<file path="src/rtl/mask_centroid_if.sv">
// rtl/mask_centroid_if.sv - video/mask stream in, sync pass-through and per-frame results out
interface mask_centroid_if #(
    parameter int XW = 11,
    parameter int YW = 10,
    parameter int CW = 20
);
    logic [7:0]    mask;
    logic          de_in;
    logic          hsync_in;
    logic          vsync_in;
    logic          de_out;
    logic          hsync_out;
    logic          vsync_out;
    logic [XW-1:0] x_center;
    logic [YW-1:0] y_center;
    logic [CW-1:0] pix_count;
    logic          found;
    logic          valid;
    logic          busy;
    logic          overrun;
    logic [XW-1:0] bbox_xmin;
    logic [XW-1:0] bbox_xmax;
    logic [YW-1:0] bbox_ymin;
    logic [YW-1:0] bbox_ymax;

    modport master (
        output mask, de_in, hsync_in, vsync_in,
        input  de_out, hsync_out, vsync_out, x_center, y_center, pix_count,
               found, valid, busy, overrun, bbox_xmin, bbox_xmax, bbox_ymin, bbox_ymax
    );

    modport slave (
        input  mask, de_in, hsync_in, vsync_in,
        output de_out, hsync_out, vsync_out, x_center, y_center, pix_count,
               found, valid, busy, overrun, bbox_xmin, bbox_xmax, bbox_ymin, bbox_ymax
    );
endinterface

</file>
<file path="src/rtl/mask_centroid.sv">
// rtl/mask_centroid.sv - per-frame mask pixel count and floor centroid via serial divider
// Optional bounding-box tracking is built when MASK_CENTROID_BBOX_EN is defined.
module mask_centroid #(
    parameter int XW      = 11,
    parameter int YW      = 10,
    parameter int CW      = 20,
    parameter int SW      = 32,
    parameter int MIN_PIX = 1
) (
    input  logic           clk,
    input  logic           rst,
    mask_centroid_if.slave bus
);
    localparam int BW = $clog2(SW);

    typedef enum logic [1:0] {ACCUM, DIV_X, DIV_Y, DONE} state_t;
    state_t state_q, state_d;

    logic          de_q, hsync_q, vsync_q;
    logic [XW-1:0] x_q, x_d;
    logic [YW-1:0] y_q, y_d;
    logic [SW-1:0] sum_x_q, sum_x_d, sum_y_q, sum_y_d;
    logic [CW-1:0] cnt_q, cnt_d;
    logic [SW:0]   add_x, add_y;

    logic          frame_end, line_end, obj, busy, accept, load, from_div, last, ge;
    logic [SW-1:0] quo_q, quo_nx, sy_snap_q, rem_q;
    logic [SW:0]   rem_sh, rem_nx, div_ext;
    logic [CW-1:0] div_q;
    logic [BW-1:0] bit_q;
    logic [XW-1:0] qx_q, x_center_q;
    logic [YW-1:0] y_center_q;
    logic [CW-1:0] pix_count_q;
    logic          found_q, valid_q;
    logic          unused_bits;

    assign frame_end   = bus.vsync_in & ~vsync_q;
    assign line_end    = de_q & ~bus.de_in;
    assign obj         = bus.de_in & bus.mask[7];
    assign unused_bits = ^{bus.mask[6:0], rem_nx[SW]};

    always_ff @(posedge clk or posedge rst) begin
        if (rst) begin
            de_q    <= 1'b0;
            hsync_q <= 1'b0;
            vsync_q <= 1'b0;
        end else begin
            de_q    <= bus.de_in;
            hsync_q <= bus.hsync_in;
            vsync_q <= bus.vsync_in;
        end
    end

    assign bus.de_out    = de_q;
    assign bus.hsync_out = hsync_q;
    assign bus.vsync_out = vsync_q;

    // Accumulators always restart at a frame end, even when that frame is dropped.
    always_comb begin
        x_d     = x_q;
        y_d     = y_q;
        sum_x_d = sum_x_q;
        sum_y_d = sum_y_q;
        cnt_d   = cnt_q;
        add_x   = {1'b0, sum_x_q} + (SW+1)'(x_q);
        add_y   = {1'b0, sum_y_q} + (SW+1)'(y_q);
        if (bus.de_in)
            x_d = x_q + XW'(1);
        else if (line_end)
            x_d = '0;
        if (frame_end)
            y_d = '0;
        else if (line_end)
            y_d = y_q + YW'(1);
        if (frame_end) begin
            sum_x_d = '0;
            sum_y_d = '0;
            cnt_d   = '0;
        end else if (obj) begin
            sum_x_d = add_x[SW] ? '1 : add_x[SW-1:0];
            sum_y_d = add_y[SW] ? '1 : add_y[SW-1:0];
            cnt_d   = (&cnt_q) ? cnt_q : cnt_q + CW'(1);
        end
    end

    always_ff @(posedge clk or posedge rst) begin
        if (rst) begin
            x_q     <= '0;
            y_q     <= '0;
            sum_x_q <= '0;
            sum_y_q <= '0;
            cnt_q   <= '0;
        end else begin
            x_q     <= x_d;
            y_q     <= y_d;
            sum_x_q <= sum_x_d;
            sum_y_q <= sum_y_d;
            cnt_q   <= cnt_d;
        end
    end

    // Restoring divider: dividend shifts out of quo_q while quotient bits shift in.
    assign div_ext = {{(SW+1-CW){1'b0}}, div_q};
    assign rem_sh  = {rem_q, quo_q[SW-1]};
    assign ge      = rem_sh >= div_ext;
    assign rem_nx  = ge ? rem_sh - div_ext : rem_sh;
    assign quo_nx  = {quo_q[SW-2:0], ge};
    assign last    = bit_q == BW'(SW-1);

    always_comb begin
        state_d = state_q;
        unique case (state_q)
            ACCUM, DONE: begin
                state_d = ACCUM;
                if (frame_end)
                    state_d = (cnt_q < CW'(MIN_PIX)) ? DONE : DIV_X;
            end
            DIV_X:   if (last) state_d = DIV_Y;
            DIV_Y:   if (last) state_d = DONE;
            default: state_d = ACCUM;
        endcase
    end

    assign busy     = (state_q == DIV_X) || (state_q == DIV_Y);
    assign accept   = frame_end & ~busy;
    assign load     = state_d == DONE;
    assign from_div = state_q == DIV_Y;

    always_ff @(posedge clk or posedge rst) begin
        if (rst) begin
            state_q   <= ACCUM;
            quo_q     <= '0;
            rem_q     <= '0;
            bit_q     <= '0;
            div_q     <= '0;
            sy_snap_q <= '0;
            qx_q      <= '0;
        end else begin
            state_q <= state_d;
            if (accept) begin
                quo_q     <= sum_x_q;
                rem_q     <= '0;
                bit_q     <= '0;
                div_q     <= cnt_q;
                sy_snap_q <= sum_y_q;
            end else if (busy) begin
                if (state_q == DIV_X && last) begin
                    qx_q  <= quo_nx[XW-1:0];
                    quo_q <= sy_snap_q;
                    rem_q <= '0;
                    bit_q <= '0;
                end else begin
                    quo_q <= quo_nx;
                    rem_q <= rem_nx[SW-1:0];
                    bit_q <= bit_q + BW'(1);
                end
            end
        end
    end

    // Results are registered on entry to DONE so valid and data appear together.
    always_ff @(posedge clk or posedge rst) begin
        if (rst) begin
            x_center_q  <= '0;
            y_center_q  <= '0;
            pix_count_q <= '0;
            found_q     <= 1'b0;
            valid_q     <= 1'b0;
        end else begin
            valid_q <= load;
            if (load) begin
                if (from_div) begin
                    found_q     <= 1'b1;
                    x_center_q  <= qx_q;
                    y_center_q  <= quo_nx[YW-1:0];
                    pix_count_q <= div_q;
                end else begin
                    found_q     <= 1'b0;
                    x_center_q  <= '0;
                    y_center_q  <= '0;
                    pix_count_q <= cnt_q;
                end
            end
        end
    end

    assign bus.x_center  = x_center_q;
    assign bus.y_center  = y_center_q;
    assign bus.pix_count = pix_count_q;
    assign bus.found     = found_q;
    assign bus.valid     = valid_q;
    assign bus.busy      = busy;
    assign bus.overrun   = frame_end & busy;

`ifdef MASK_CENTROID_BBOX_EN
    logic [XW-1:0] xmin_q, xmax_q, sxmin_q, sxmax_q, bxmin_q, bxmax_q;
    logic [YW-1:0] ymin_q, ymax_q, symin_q, symax_q, bymin_q, bymax_q;

    always_ff @(posedge clk or posedge rst) begin
        if (rst) begin
            xmin_q  <= '1;
            xmax_q  <= '0;
            ymin_q  <= '1;
            ymax_q  <= '0;
            sxmin_q <= '0;
            sxmax_q <= '0;
            symin_q <= '0;
            symax_q <= '0;
            bxmin_q <= '0;
            bxmax_q <= '0;
            bymin_q <= '0;
            bymax_q <= '0;
        end else begin
            if (frame_end) begin
                xmin_q <= '1;
                xmax_q <= '0;
                ymin_q <= '1;
                ymax_q <= '0;
            end else if (obj) begin
                if (x_q < xmin_q) xmin_q <= x_q;
                if (x_q > xmax_q) xmax_q <= x_q;
                if (y_q < ymin_q) ymin_q <= y_q;
                if (y_q > ymax_q) ymax_q <= y_q;
            end
            if (accept) begin
                sxmin_q <= xmin_q;
                sxmax_q <= xmax_q;
                symin_q <= ymin_q;
                symax_q <= ymax_q;
            end
            if (load) begin
                bxmin_q <= from_div ? sxmin_q : '0;
                bxmax_q <= from_div ? sxmax_q : '0;
                bymin_q <= from_div ? symin_q : '0;
                bymax_q <= from_div ? symax_q : '0;
            end
        end
    end

    assign bus.bbox_xmin = bxmin_q;
    assign bus.bbox_xmax = bxmax_q;
    assign bus.bbox_ymin = bymin_q;
    assign bus.bbox_ymax = bymax_q;
`else
    assign bus.bbox_xmin = '0;
    assign bus.bbox_xmax = '0;
    assign bus.bbox_ymin = '0;
    assign bus.bbox_ymax = '0;
`endif
endmodule

</file>
<file path="src/flat_wrapper.sv">
// flat-port wrapper written by rule: the top's interface ports become plain ports
module mask_centroid_flat 
#(
    parameter int XW      = 11,
    parameter int YW      = 10,
    parameter int CW      = 20,
    parameter int SW      = 32,
    parameter int MIN_PIX = 1
)
  (clk, rst, bus_mask, bus_de_in, bus_hsync_in, bus_vsync_in, bus_de_out, bus_hsync_out, bus_vsync_out, bus_x_center, bus_y_center, bus_pix_count, bus_found, bus_valid, bus_busy, bus_overrun, bus_bbox_xmin, bus_bbox_xmax, bus_bbox_ymin, bus_bbox_ymax);
  mask_centroid_if #(.XW(XW), .YW(YW), .CW(CW)) bus_i ();
  input  logic clk;
  input  logic rst;
  input wire logic [$bits(bus_i.mask)-1:0] bus_mask;
  input wire logic [$bits(bus_i.de_in)-1:0] bus_de_in;
  input wire logic [$bits(bus_i.hsync_in)-1:0] bus_hsync_in;
  input wire logic [$bits(bus_i.vsync_in)-1:0] bus_vsync_in;
  output wire logic [$bits(bus_i.de_out)-1:0] bus_de_out;
  output wire logic [$bits(bus_i.hsync_out)-1:0] bus_hsync_out;
  output wire logic [$bits(bus_i.vsync_out)-1:0] bus_vsync_out;
  output wire logic [$bits(bus_i.x_center)-1:0] bus_x_center;
  output wire logic [$bits(bus_i.y_center)-1:0] bus_y_center;
  output wire logic [$bits(bus_i.pix_count)-1:0] bus_pix_count;
  output wire logic [$bits(bus_i.found)-1:0] bus_found;
  output wire logic [$bits(bus_i.valid)-1:0] bus_valid;
  output wire logic [$bits(bus_i.busy)-1:0] bus_busy;
  output wire logic [$bits(bus_i.overrun)-1:0] bus_overrun;
  output wire logic [$bits(bus_i.bbox_xmin)-1:0] bus_bbox_xmin;
  output wire logic [$bits(bus_i.bbox_xmax)-1:0] bus_bbox_xmax;
  output wire logic [$bits(bus_i.bbox_ymin)-1:0] bus_bbox_ymin;
  output wire logic [$bits(bus_i.bbox_ymax)-1:0] bus_bbox_ymax;
  assign bus_i.mask = bus_mask;
  assign bus_i.de_in = bus_de_in;
  assign bus_i.hsync_in = bus_hsync_in;
  assign bus_i.vsync_in = bus_vsync_in;
  assign bus_de_out = bus_i.de_out;
  assign bus_hsync_out = bus_i.hsync_out;
  assign bus_vsync_out = bus_i.vsync_out;
  assign bus_x_center = bus_i.x_center;
  assign bus_y_center = bus_i.y_center;
  assign bus_pix_count = bus_i.pix_count;
  assign bus_found = bus_i.found;
  assign bus_valid = bus_i.valid;
  assign bus_busy = bus_i.busy;
  assign bus_overrun = bus_i.overrun;
  assign bus_bbox_xmin = bus_i.bbox_xmin;
  assign bus_bbox_xmax = bus_i.bbox_xmax;
  assign bus_bbox_ymin = bus_i.bbox_ymin;
  assign bus_bbox_ymax = bus_i.bbox_ymax;
  mask_centroid #(.XW(XW), .YW(YW), .CW(CW), .SW(SW), .MIN_PIX(MIN_PIX)) u_core (.clk(clk), .rst(rst), .bus(bus_i));
endmodule
</file>
<file path="config.mk">
export PLATFORM = sky130hd
export DESIGN_NAME = mask_centroid_flat
export DESIGN_NICKNAME = d
export VERILOG_FILES = /design/src/rtl/mask_centroid_if.sv /design/src/rtl/mask_centroid.sv /design/src/flat_wrapper.sv
export SDC_FILE = /design/constraint.sdc
export NUM_CORES = 1
export LEC_CHECK = 0
export ABC_AREA = 0
export BUFFER_PORTS_ARGS = -buffer_cell sky130_fd_sc_hd__buf_2
export CORE_AREA = 2 2 190 192
export CTS_CLUSTER_DIAMETER = 50
export DETAILED_ROUTE_END_ITERATION = 10
export DIE_AREA = 0 0 192 194
export HOLD_SLACK_MARGIN = 0.03
export PLACE_DENSITY = 0.74
export RECOVER_POWER = 25
export SLEW_MARGIN = 10
export SYNTH_ARGS = -nofsm -noshare
export SYNTH_HDL_FRONTEND = slang
export SYNTH_SLANG_ARGS = --single-unit
</file>
<file path="constraint.sdc">
create_clock -name clk -period 9.4 [get_ports clk]
set_input_delay 0 -clock clk [delete_from_list [all_inputs] [get_ports clk]]
set_output_delay 0 -clock clk [all_outputs]
set_load 0.01 [all_outputs]
</file>
# Word-level counts from Yosys, hierarchy flattened

Index checks and enable logic that the tools add are counted.

Register bits after elaboration: 285
Latch bits: 0
Bits in writable memories: 0
ROM bits: 0
Output and inout port bits: 90
Logic and storage cells: 87
Memories: 0

Add/sub/neg operators: 7
Multiply operators: 0
Divide/modulo/power cells: 0
$lt $le $gt $ge: 2
Eq/ne operators: 6
Shift-type cells: 0
Mux-type cells: 32
Bitwise gates (word level): 9
Reduce and logical (&&, ||, !) cells: 11

Operators by type and width:

| cell                                                 | count |
|---|---|
| two-way mux 32 bit                                   | 13 |
| two-way mux 20 bit                                   | 4 |
| adder 32 x 10 -> 33 bit                              | 1 |
| adder 32 x 11 -> 33 bit                              | 1 |
| greater-or-equal comparator 33 x 20 -> 1 bit         | 1 |
| two-way mux 11 bit                                   | 3 |
| subtractor 32 x 20 -> 32 bit                         | 1 |
| two-way mux 10 bit                                   | 3 |
| adder 20 x 1 -> 20 bit (second input constant)       | 1 |
| < comparator 20 x 1 -> 1 bit (second input constant) | 1 |
| AND reduction 20 bit                                 | 1 |
| two-way mux 5 bit                                    | 3 |
| adder 11 x 1 -> 11 bit (second input constant)       | 1 |
| adder 10 x 1 -> 10 bit (second input constant)       | 1 |
| two-way mux 2 bit                                    | 4 |
| nonzero test 2 bit                                   | 4 |
| == test 2 bit (second input constant)                | 3 |
| one-hot mux 2 bit (3 select lines)                   | 1 |
| adder 5 x 1 -> 5 bit (second input constant)         | 1 |
| AND 1 bit                                            | 5 |
| == test 5 bit (second input constant)                | 1 |
| NOT 1 bit                                            | 4 |
| AND reduction 3 bit                                  | 1 |
| == test 2 x 1 -> 1 bit (second input constant)       | 1 |
| 7 further kinds                                      | 7 |

# Logic depth before layout (Yosys ltp)

Depth in word-level cells: 6
Depth in mapped cells: 12

# Worst setup path after synthesis

Ideal clock, no wire load.

Path type: reg2reg
Start: register u_core.y_q[0]
End: register u_core.sum_y_q[15]
Library setup time: 126 ps
Arrival: 2810 ps
Data required time: 9274 ps
Path slack: 6464 ps
Cell stages (with the launch flop): 11
Cell sequence: dfrtp_1 ha_1 fa_1 a21o_1 a21oi_1 o21bai_1 a31oi_1 or4_1 clkbuf_1 nand3_1 o311a_1

Longest elaborated chain between the ends: 4

Ends and longest elaborated chain:

| element                 | RTL line            | source |
|---|---|---|
| start, declared         | mask_centroid.sv:21 | `logic [YW-1:0] y_q, y_d;` |
| start signal, assigned  | mask_centroid.sv:95 | `y_q <= y_d;` |
| adder 32 x 10 -> 33 bit | mask_centroid.sv:66 | `add_y = {1'b0, sum_y_q} + (SW+1)'(y_q);` |
| two-way mux 32 bit      | mask_centroid.sv:81 | `sum_y_d = add_y[SW] ? '1 : add_y[SW-1:0];` |
| two-way mux 32 bit      | mask_centroid.sv:79 | `end else if (obj) begin` |
| two-way mux 32 bit      | mask_centroid.sv:75 | `if (frame_end) begin` |
| end signal, assigned    | mask_centroid.sv:97 | `sum_y_q <= sum_y_d;` |
| end, declared           | mask_centroid.sv:22 | `logic [SW-1:0] sum_x_q, sum_x_d, sum_y_q, sum_y_d;` |

Every way passes these cells. The select of a mux whose other input is x is not followed.
A chain may end at the register's enable or synchronous reset.

==> results.md <==
* **CP required** 9940 ps
* **proportion of power drawn by flip-flops and latches** 36.8%
* **number of buffers on the longest clock path** 3
* **number of port buffers** 53
* **part of the total power dissipated in combinational logic** 35.0%
* **net switching power** 1.67 mW
* **cell chosen for the clock root** sky130_fd_sc_hd__clkbuf_16
* **total number of nets in the final design** 1728
* **met2 wirelength from detailed routing** 17600 um
* **share of synthesized area occupied by flip-flops and latches** 45.4%
* **outcome** finished, violations left
* **1st-pass router iterations** 5
* **Leakage** 7.64 nW
* **power density over cell area** 266 nW/um^2
* **CTS clk-pin slew, worst paths** 60 ps
* **FF-to-FF setup slack** 5750 ps
* **final-report hold violation count** 0
* **number of placed instances with taps included** 2087
* **unrepaired setup endpoints after global routing** no
* **number of DRC violations after detailed-routing iteration 0** 1231
* **crit path max-delay cell type** sky130_fd_sc_hd__clkinvlp_2
* **Post-DRT Antenna Nets** 0
* **Area Overhead vs Synth** 9.51%
* **width of the die** 192 um
* **TritonCTS clock tree** done
* **DRC violation count after routing** 0
* **final RePlAce weighted congestion** 0.887
* **fraction of synthesis flops using an asynchronous set or reset pin** 100%
* **y dimension of the die** 194 um
* **aggregate global-route resource usage** 19.7%
* **met1 WL** 16300 um
* **length of routed met3 wiring** 1780 um
* **Internal Power** 2.90 mW
* **initial antenna violation count** 0
* **actual transition at the worst max-transition pin** 5220 ps
* **number of antenna diodes** 0
* **number of unique standard cell types used by synthesis** 82
* **Resize count post-CTS** 0
* **worst setup slack after placement** 5820 ps
* **total count of max-transition violations in the final report** 122
* **tightest hold margin** 79.7 ps
* **number of max-cap violations** 1
* **Filler cells** 3192
* **# clock sinks** 285
* **number of failing setup endpoints in the final timing report** 0
* **maximum number of pins on one net before global-route repair** 122
* **Tcrit/Tclk final** 46.4%
* **number of cells produced by synthesis** 1659
* **most used flip-flop cell after synthesis** sky130_fd_sc_hd__dfrtp_1
* **total wire length after detailed routing** 36500 um
* **later-pin clock latency in the skew report** 570 ps
* **Clock Power Share** 28.2%
* **cell area after technology mapping** 15700 um^2
* **flip-flop and latch count after synthesis** 285
* **arrival time reported for the critical path endpoint** 4900 ps
* **accumulated negative setup slack** 0 ps
* **kind of start point of the critical path** input port
* **number of global-route vias before repair** 12.3k
* **number of clock buffers inserted by TritonCTS** 31
* **sort of element at the end of the critical path** asynchronous set/reset pin
* **highest clock rate** 229 MHz
* **Min Clock Period, post-route** 4360 ps
* **top routing layer in use** met4
* **number of vias after detailed routing** 12.4k
* **HPWL after detailed placement** 24500 um
* **startpoint-to-endpoint class of the critical path** input port to asynchronous set/reset pin
* **CP peak stage delay** 2870 ps
* **setup skew after layout** 11.2 ps
* **floorplan die area** 37200 um^2
* **number of enable-type register cells in the synthesized netlist** 0
* **PnR worst setup slack** 5040 ps
* **share of total power consumed by net switching** 36.6%
* **leftover overflow at the end of global routing** 0
* **count of pins on the block boundary** 103
* **fraction of final layout cells with drive strength greater than 1** 10.6%
* **wire length of the first global-routing pass** 61400 um
* **# H-tree levels** 1
* **Slew HR** -250%
* **type of the worst min-delay path** input port to flip-flop
* **Avg Cell Area, Syn** 9.47 um^2
* **violations in the final reports** capacitance limit, slew limit
* **fin cells** 2148
* **number of cell rows** 69
* **Peak VDD IR** 0.000212 V
* **starting density of the core** 44.6%
* **final standard cell utilization of the core** 48.9%
* **core area** 35200 um^2
* **ordered list of cells on the worst path** dlygate4sd3_1 > buf_2 > clkinvlp_2 > buf_4
* **crit-path max FO** 121
* **routed wirelength normalized by instance count** 17.0 um
* **count of synthesis-stage warnings from yosys** 0
* **vias per inst** 5.80
per-layer routing:
layer,track usage [%],vias to the layer above
li1,-,5914
met1,26.6,6095
met2,32.8,348
met3,2.48,91
met4,6.19,0
met5,0,-
power by group through the flow:
stage | logic [mW] | clock network [mW] | registers [mW]
2_1_floorplan | 1.22 | 0 | 1.68
3_3_place_gp | 1.56 | 0 | 1.68
3_5_place_dp | 1.61 | 0 | 1.70
4_1_cts | 1.62 | 1.31 | 1.68
5_1_grt | 1.80 | 1.37 | 1.72
6_report | 1.60 | 1.29 | 1.68
layout by cell type (no fill, tap or decap), types with 5 or more instances in the layout:
master                        n
sky130_fd_sc_hd__a211oi_1    43
sky130_fd_sc_hd__a21o_1      19
sky130_fd_sc_hd__a21oi_1     65
sky130_fd_sc_hd__a311oi_1    14
sky130_fd_sc_hd__a31oi_1     54
sky130_fd_sc_hd__and2_1       7
sky130_fd_sc_hd__and3_1      53
sky130_fd_sc_hd__and4_1      11
sky130_fd_sc_hd__buf_2       22
sky130_fd_sc_hd__buf_4       12
sky130_fd_sc_hd__bufinv_16    5
sky130_fd_sc_hd__clkbuf_1    34
sky130_fd_sc_hd__clkbuf_16   31
sky130_fd_sc_hd__clkinv_2     5
sky130_fd_sc_hd__conb_1      42
sky130_fd_sc_hd__dfrtp_1    285
sky130_fd_sc_hd__ha_1        46
sky130_fd_sc_hd__inv_1       45
sky130_fd_sc_hd__mux2_2      55
sky130_fd_sc_hd__mux2i_1     44
sky130_fd_sc_hd__nand2_1    228
sky130_fd_sc_hd__nand2b_1     6
sky130_fd_sc_hd__nand3_1     43
sky130_fd_sc_hd__nand4_1     21
sky130_fd_sc_hd__nor2_1      92
sky130_fd_sc_hd__nor2b_1      8
sky130_fd_sc_hd__nor3_1      38
sky130_fd_sc_hd__nor4_1      14
sky130_fd_sc_hd__o2111ai_1    6
sky130_fd_sc_hd__o211ai_1     6
sky130_fd_sc_hd__o21ai_0    122
sky130_fd_sc_hd__o21ai_1     14
sky130_fd_sc_hd__o21bai_1    10
sky130_fd_sc_hd__or2_2        7
sky130_fd_sc_hd__or3_1        9
sky130_fd_sc_hd__or4_1        5
sky130_fd_sc_hd__xnor2_1     31
sky130_fd_sc_hd__xor2_1      34
sequential cells by signal, summed over array words and instances, names as in the netlist, 2 cells and up:
name                  cells
u_core.bit_q              5
u_core.bus.pix_count     20
u_core.bus.x_center      11
u_core.bus.y_center      10
u_core.cnt_q             20
u_core.div_q             20
u_core.quo_q             32
u_core.qx_q              11
u_core.rem_q             32
u_core.state_q            2
u_core.sum_x_q           32
u_core.sum_y_q           32
u_core.sy_snap_q         32
u_core.x_q               11
u_core.y_q               10
cell families after synthesis:
group,after synthesis,synth area share [%]
simple gates,568,17.9
compound gates,403,16.3
flops,285,45.4
buf+inv,186,5.67
mux,99,6.74
xor+xnor,65,3.62
fa+ha+maj,52,4.28
other cells,1,0.0239
cell type report:
cell class,count,area [um^2],area share [%]
repair buffers,69,357,2.07
clock buffers,38,842,4.89
flip-flops and latches,285,7130,41.4
clock inverters,19,253,1.47
inverters,47,178,1.03
multi-input cells,1229,7870,45.7
well taps,461,577,3.35
synth_stat cells, drive strengths merged (3+ instances only):
cell type,instances,area (um^2)
and2,8,52.6
nor2,95,375
buf,61,419
or2,7,43.8
a21oi,66,334
nor3b,4,41.3
a32oi,3,26.3
o21ai,136,681
inv,46,173
nor4,16,121
a21o,19,143
xnor2,31,272
a31o,3,26.3
and4,11,96.3
nand3b,3,22.5
nor2b,9,56.3
nor3,40,223
o21a,3,22.5
a311oi,14,123
dfrtp,285,7130
o22ai,3,18.8
clkbuf,78,295
o2111ai,6,52.6
a41oi,4,35.0
nand2,230,863
fa,3,60.1
and3,54,343
mux2i,44,440
o21bai,10,75.1
nand3,43,215
ha,49,613
or4,6,48.8
xor2,34,298
nand2b,7,43.8
or3,9,56.3
o211ai,7,66.3
nand4,23,174
a31oi,54,338
a41o,4,40.0
mux2,55,619
o311a,3,30.0
a211oi,43,323
o311ai,4,35.0
o31ai,4,30.0
timing repair:
action                     in CTS  in global routing
setup endpoints to repair       0                  0
hold buffers                    4                  0
hold endpoints to repair      140                  0
buffers inserted                0                  0
per-stage QoR:
stage	total power, mW	instance area (um^2)
2_1_floorplan	2.90	15900
3_3_place_gp	3.25	16100
3_5_place_dp	3.31	16100
4_1_cts	4.61	17200
5_1_grt	4.89	17200
6_report	4.58	17200
final timing paths:
| kind | start | to | cells after the start |
|---|---|---|---|
| worst min register to register | u_core.sy_snap_q[16] | u_core.sy_snap_q[16] | 2 |
| worst max register to register | u_core.y_q[0] | u_core.sum_y_q[15] | 9 |
| max in group clk | u_core.y_q[0] | u_core.sum_y_q[15] | 9 |
| min in group asynchronous | rst | u_core.bus.valid | 3 |
| worst max-delay path | rst | u_core.sum_x_q[4] | 4 |
| worst min-delay path | bus_hsync_in | u_core.bus.hsync_out | 2 |
worst max-delay path, delay by kind of cell:
family | cells | cell delay, ps
buffers and inverters | 4 | 4700
Power figures use the tool's default switching activity.
